### src/rtl/control_sequencer.sv
// Moore control sequencer for a single-bus CPU: fetch (T0-T2), decode (T3), ALU execute (T4-T5), HALT.
// Optional CTRL_ILLEGAL_TRAP_EN: undefined opcodes halt the machine instead of acting as a nop.
module control_sequencer (
    input  logic        clock,
    input  logic        clear,
    input  logic [31:0] IR,
    input  logic        mem_ready,
    output logic [15:0] regEnable,
    output logic [15:0] regSelect,
    output logic        PCEn,
    output logic        MAREn,
    output logic        MDREn,
    output logic        IREn,
    output logic        YEn,
    output logic        ZEn,
    output logic        PCSel,
    output logic        MDRSel,
    output logic        ZLoSel,
    output logic        MDRread,
    output logic        mem_rd,
    output logic [4:0]  ALUcode,
    output logic        run,
    output logic        illegal
);

    typedef enum logic [2:0] {
        T0   = 3'd0,
        T1   = 3'd1,
        T2   = 3'd2,
        T3   = 3'd3,
        T4   = 3'd4,
        T5   = 3'd5,
        HALT = 3'd6
    } state_t;

    localparam logic [4:0] OP_NOP  = 5'd26;
    localparam logic [4:0] OP_HALT = 5'd27;

    state_t      state;
    state_t      next_state;
    logic        pc_done;
    logic        illegal_q;
    logic        set_illegal;
    logic [4:0]  opcode;
    logic [3:0]  ra;
    logic [3:0]  rb;
    logic [3:0]  rc;
    logic        alu_op;
    logic        unused_ir;

    assign opcode    = IR[31:27];
    assign ra        = IR[26:23];
    assign rb        = IR[22:19];
    assign rc        = IR[18:15];
    assign alu_op    = (opcode <= 5'd8);
    assign unused_ir = ^IR[14:0];

    assign run     = clear || (state != HALT);
    assign illegal = illegal_q && !clear;

    // pc_done remembers that PCEn already fired in this T1 visit, so wait cycles do not re-increment PC.
    always_ff @(posedge clock) begin
        if (clear) begin
            state     <= T0;
            pc_done   <= 1'b0;
            illegal_q <= 1'b0;
        end else begin
            state   <= next_state;
            pc_done <= (state == T1);
            if (set_illegal) begin
                illegal_q <= 1'b1;
            end
        end
    end

    always_comb begin
        next_state  = state;
        set_illegal = 1'b0;
        regEnable   = 16'h0000;
        regSelect   = 16'h0000;
        PCEn        = 1'b0;
        MAREn       = 1'b0;
        MDREn       = 1'b0;
        IREn        = 1'b0;
        YEn         = 1'b0;
        ZEn         = 1'b0;
        PCSel       = 1'b0;
        MDRSel      = 1'b0;
        ZLoSel      = 1'b0;
        MDRread     = 1'b0;
        mem_rd      = 1'b0;
        ALUcode     = 5'd0;
        if (!clear) begin
            case (state)
                T0: begin
                    PCSel      = 1'b1;
                    MAREn      = 1'b1;
                    ZEn        = 1'b1;
                    ALUcode    = 5'd15;
                    next_state = T1;
                end
                T1: begin
                    ZLoSel  = 1'b1;
                    mem_rd  = 1'b1;
                    MDRread = 1'b1;
                    PCEn    = !pc_done;
                    MDREn   = mem_ready;
                    if (mem_ready) begin
                        next_state = T2;
                    end
                end
                T2: begin
                    MDRSel     = 1'b1;
                    IREn       = 1'b1;
                    next_state = T3;
                end
                T3: begin
                    if (alu_op) begin
                        regSelect  = 16'd1 << rb;
                        YEn        = 1'b1;
                        next_state = T4;
                    end else if (opcode == OP_NOP) begin
                        next_state = T0;
                    end else if (opcode == OP_HALT) begin
                        next_state = HALT;
                    end else begin
                        set_illegal = 1'b1;
`ifdef CTRL_ILLEGAL_TRAP_EN
                        next_state  = HALT;
`else
                        next_state  = T0;
`endif
                    end
                end
                T4: begin
                    regSelect  = 16'd1 << rc;
                    ZEn        = 1'b1;
                    ALUcode    = {1'b0, opcode[3:0]};
                    next_state = T5;
                end
                T5: begin
                    ZLoSel     = 1'b1;
                    regEnable  = 16'd1 << ra;
                    next_state = T0;
                end
                HALT: begin
                    next_state = HALT;
                end
                default: begin
                    next_state = T0;
                end
            endcase
        end
    end

endmodule

### config.mk
export PLATFORM = sky130hd
export DESIGN_NAME = control_sequencer
export DESIGN_NICKNAME = d
export VERILOG_FILES = /design/src/rtl/control_sequencer.sv
export SDC_FILE = /design/constraint.sdc
export NUM_CORES = 1
export LEC_CHECK = 0
export ABC_CLOCK_PERIOD_IN_PS = 1750
export BUFFER_PORTS_ARGS = -buffer_cell sky130_fd_sc_hd__buf_2
export CAP_MARGIN = 15
export CORE_ASPECT_RATIO = 2
export CORE_UTILIZATION = 39
export DETAILED_ROUTE_END_ITERATION = 12
export GPL_ROUTABILITY_DRIVEN = 0
export PLACE_DENSITY = 0.83
export REMOVE_ABC_BUFFERS = 1
export SLEW_MARGIN = 30
export SYNTH_ARGS = -nofsm -noshare
export SYNTH_HDL_FRONTEND = slang
export SYNTH_SLANG_ARGS = --single-unit
### constraint.sdc
create_clock -name clock -period 1.75 [get_ports clock]
set_input_delay 0.2625 -clock clock [delete_from_list [all_inputs] [get_ports clock]]
set_output_delay 0.2625 -clock clock [all_outputs]
set_load 0.05 [all_outputs]
Word level (Yosys, flattened, before mapping)
Index checks and enable logic that the tools add are counted.

$lt $le $gt $ge: 1. Shifts and indexed selects: 3. Equal/unequal tests: 10. Multiplexer cells: 34. Reductions and logical operators: 7.

Operators by type and width (count): $mux W16 (4); $shl A1 B4 Y16 const A (3); $pmux W16 S2 (1); $mux W1 (22); $pmux W3 S6 (1); $mux W3 (4); $eq A5 B5 Y1 const B (2); $eq A3 B3 Y1 const B (3); $pmux W4 S2 (1); $eq A3 B2 Y1 const B (2); $le A5 B4 Y1 const B (1); $mux W4 (1); $reduce_or A2 Y1 (2); $eq A3 B1 Y1 const B (1); $logic_not A3 Y1 (1); $ne A3 B3 Y1 const B (1); $logic_not A1 Y1 (2); $ne A2 B2 Y1 const B (1); $logic_and A1 B1 Y1 (1); $logic_or A1 B1 Y1 (1).

Word-level logic and storage cells: 58. Bits of input ports: 35. Register bits after elaboration: 5. Output and inout port bits: 50.

Logic depth before layout (Yosys ltp)
Depth after elaboration: 6. Mapped depth: 5.

Least setup slack after synthesis
Ideal clock, no wire load.

Path type: register to output. Start point: register state[0]. End point: output port PCEn. Required time: 1.487 ns. Arrival time: 3.168 ns. Cell stages (with the launch flop): 5. Slack: -1.681 ns. Cell sequence: dfxtp_1 buf_4 inv_1 nor4_1 nor2b_1.

Cells in the longest elaborated chain, start to end: 3.

RTL lines: start, declared (RTL line 39) `state_t state;`; start signal, assigned (RTL line 68) `state <= next_state;`; $eq A3 B1 Y1 (RTL line 94) `case (state)`; $mux W1 (RTL line 94); $mux W1 (RTL line 93) `if (!clear) begin`; end, declared (RTL line 10) `output logic PCEn,`.

No other way between the ends.

Worst setup path after layout
Start point: register state[1]. End point: output port regEnable[13].

Cells in the longest elaborated chain, start to end: 3.

RTL lines: $eq A3 B3 Y1 (RTL line 94); $mux W16 (RTL line 94); $mux W16 (RTL line 93); end, declared (RTL line 8) `output logic [15:0] regEnable,`.

No other way between the ends.

==> summary.txt <==
Outcome
  – Status: complete, but fails checks
  – Violated checks: negative setup slack

Clock tree
  – Num CTS Buffers: 3
  – CTS Sinks: 5
  – Htree depth: 1
  – CTS Buffer Depth: 2
  – Hold-fix buffers at CTS: 0
  – Worst skew pair latency: 0.23 ns
  – Worst-path clk slew: roughly 0.05 ns
  – Root buffer cell: clkbuf_8
  – CTS tree: built

Synthesis
  – Distinct cells, synth: 43
  – Post-synthesis adder-cell area fraction: 0%
  – Cell Area, Synth: 1030 um2
  – Yosys top cell area share: between 10% and 20%
  – Flops & latches, synth: 5
  – Xor/xnor share of the synthesized area: 0%
  – Post-synthesis simple-gate area fraction: 59.9%
  – Cell count after synthesis: 156
  – Largest cells by area after synthesis: a21oi_1, dfxtp_1, nand3b_1
  – Largest family of logic cells by synthesized area: simple AND/OR/NAND/NOR gates
  – Multiplexer share of the synthesized area: 0%
  – Syn Area/Cell: approximately 6.6 um2
  – Post-synthesis compound-gate area fraction: 17.9%
  – Yosys top cell by area: a21oi_1
  – Synthesis Warnings: 0
  – Sequential share of the synthesized area: 9.69%

Worst hold path
  – Worst hold start: clear
  – Hold Path End: illegal_q
  – Hold crit path type: in -> reg
  – Hold path depth: 3

Flow run
  – Maxcap violations: 0

Cells and area
  – Area added between synthesis and finish: 126%
  – Multi-input logic area: 1130 um2
  – ANT cells: 0
  – Final Non-Filler Cells: 282
  – Seq. cell area: 111 um2
  – Fin nets: 290
  – Fillers: 85
  – Share of layout cells above drive strength 1: 65.7%
  – Fin util: roughly 92%
  – Commonest cells after routing, fill and taps aside: buf_6, buf_4, buf_2

Timing
  – Setup ws final: -0.321 ns
  – RSZ-0062 raised after global routing: true
  – Final Hold Fails: 0
  – Max-slew violation count: 0
  – Final Critical Period: 2.07 ns
  – Highest clock rate: 483 MHz
  – Post-Route Skew: 0.00808 ns
  – Final setup fails: 45
  – Fin crit share: 118%

Route
  – Via count: 2057
  – Final WL: 7750 um
  – Post-DR wirelength/cell: 27.5 um
  – Routed vias/inst: around 7.3
  – Drt first pass iters: 5
  – First-iteration detailed-routing DRC count: approximately 190
  – Final ANT Viol Nets: 0
  – Drc violations: 0

GRT
  – First-pass GRT wire length: about 8400 um
  – Number of global-route vias before repair: 1782
  – Total gr overflow: 0
  – Largest net degree at the start of global routing: 17
  – Initial antenna violation count: 0
  – GRT Overall Usage: 40.2%

Setup path
  – Critical Path Max Stage Delay: 0.38 ns
  – Crit. End Element: output port
  – Crit path DAT: ~1.8 ns
  – Top Family by Delay on Critical Path: simple AND/OR/NAND/NOR gates
  – CP Depth: 5
  – Worst reg2reg startpoint: state[2]
  – Slowest stage cell on the critical path: dfxtp_4
  – Worst path bufs/invs: 2
  – Worst Path Required: 1.49 ns
  – Critical Path Start: state[1]
  – Worst setup SP type: flip-flop
  – Reg2reg setup slack: -0.13 ns
  – Worst Path Class, Setup: reg -> out
  – Max FO, Critical Path: 6
  – Critical path cell sequence: and4bb_2, buf_4, nand3b_1, nor2_1, buf_6
  – Critical R2R Capture: illegal_q
  – Reg2reg path depth: 7

Power
  – Clock group share of total power: 28.3%
  – Cell leakage power: about 0.9 nW
  – Maximum VDD drop: 802 uV
  – Power per Cell Area: 353 nW/um2
  – Switching portion of total power: 45.4%
  – Int Pwr: between 400 and 500 uW
  – Psw: 374 uW
  – Comb pwr share: 55.7%
  – Seq pwr share: 16.0%

Placement
  – Pre-CTS worst setup slack: -0.285 ns
  – IO buf count: 68
  – Post-DP HPWL: 2850 um
  – Placed cell count: 261

Die
  – Die Ht: approximately 75 um
  – Rows: 26
  – I/O pin count: 85
  – Die Footprint: 2870 um2
  – Starting density of the core: roughly two fifths
  – Core area: roughly 2500 um2
  – Die W: roughly 38 um
## area by class of cell
class                      count  share of cell area, %
tap                           28                   1.50
inverter                       8                   1.28
clock buffer                   4                   1.93
timing repair buffer         109                   42.1
sequential                     5                   4.76
multi-input combinational    128                   48.4
## worst reg2reg max path, delay by kind of cell (launching register included)
kind	cells	cell delay [ns]
DFF	1	0.38
and+or+nand+nor	2	0.69
buffers and inverters	4	0.58
AOI/OAI and AO/OA	1	0.15
## per-stage QoR
stage,hold WS [ns],setup TNS [ns],power [mW],cell area (um2)
after global placement,0.441,-3.70,0.413,1510
final,0.488,-8.49,0.824,2340
after detailed placement,0.449,-4.03,0.418,1510
after CTS,0.415,-3.43,0.689,1970
after floorplan,0.332,-33.95,0.287,938
after global routing,0.481,-9.43,0.836,2340
## sequential cells by signal (all words and copies together) (netlist names)
signal     count
pc_done        1
illegal_q      1
state          3
## worst max path at each step
stage	endpoint	slack (ns)
after floorplan	PCEn	-3.09
after global placement	regSelect[13]	-0.28
after detailed placement	regSelect[9]	-0.29
after CTS	regSelect[7]	-0.16
after global routing	regSelect[13]	-0.34
final	regEnable[13]	-0.32
## logic make-up (layout without fill, tap and decap cells)
kind of cell,Yosys count,in the layout
and+or+nand+nor,94,94
AOI/OAI and AO/OA,31,33
buffers and inverters,25,121
DFF,5,5
other,1,1
## repair_timing
item | 4_1_cts | 5_1_grt
gates cloned | 2 | 0
resized for setup | 103 | 75
pin swaps | 26 | 19
setup endpoints to repair | 44 | 47
setup buffers | 6 | 9
## cell usage after synthesis, drive strengths merged
cell     instances
a211oi           1
a21o             1
a21oi           22
a221oi           1
and2             1
and3b            1
and4             1
and4b            2
and4bb           1
buf             11
clkbuf           6
conb             1
dfxtp            5
inv              8
nand2            2
nand2b           2
nand3            8
nand3b          12
nand4            3
nand4b           6
nand4bb          1
nor2            18
nor2b            4
nor3             5
nor3b            1
nor4             5
nor4b            2
nor4bb           2
o2111ai          1
o21a             1
o21ba            1
o22a             1
o31a             1
o31ai            1
or3              2
or3b             4
or4             11
## per-layer routing
| layer | track usage (%) | vias up | wire [um] |
|---|---|---|---|
| li1 | - | 792 | - |
| met1 | 39.7 | 919 | 2420 |
| met2 | 71.4 | 242 | 3680 |
| met3 | 5.60 | 104 | 941 |
| met4 | 29.9 | 0 | 707 |
| met5 | 0 | - | 0 |
## power by group through the flow
stage	combinational, mW	sequential (mW)	clock [mW]
floorplan	0.153	0.134	0
global placement	0.285	0.128	0
detailed placement	0.289	0.129	0
CTS	0.343	0.130	0.216
global route	0.464	0.132	0.240
finish	0.459	0.132	0.233
Note: power is estimated with default switching activity, not from simulation.
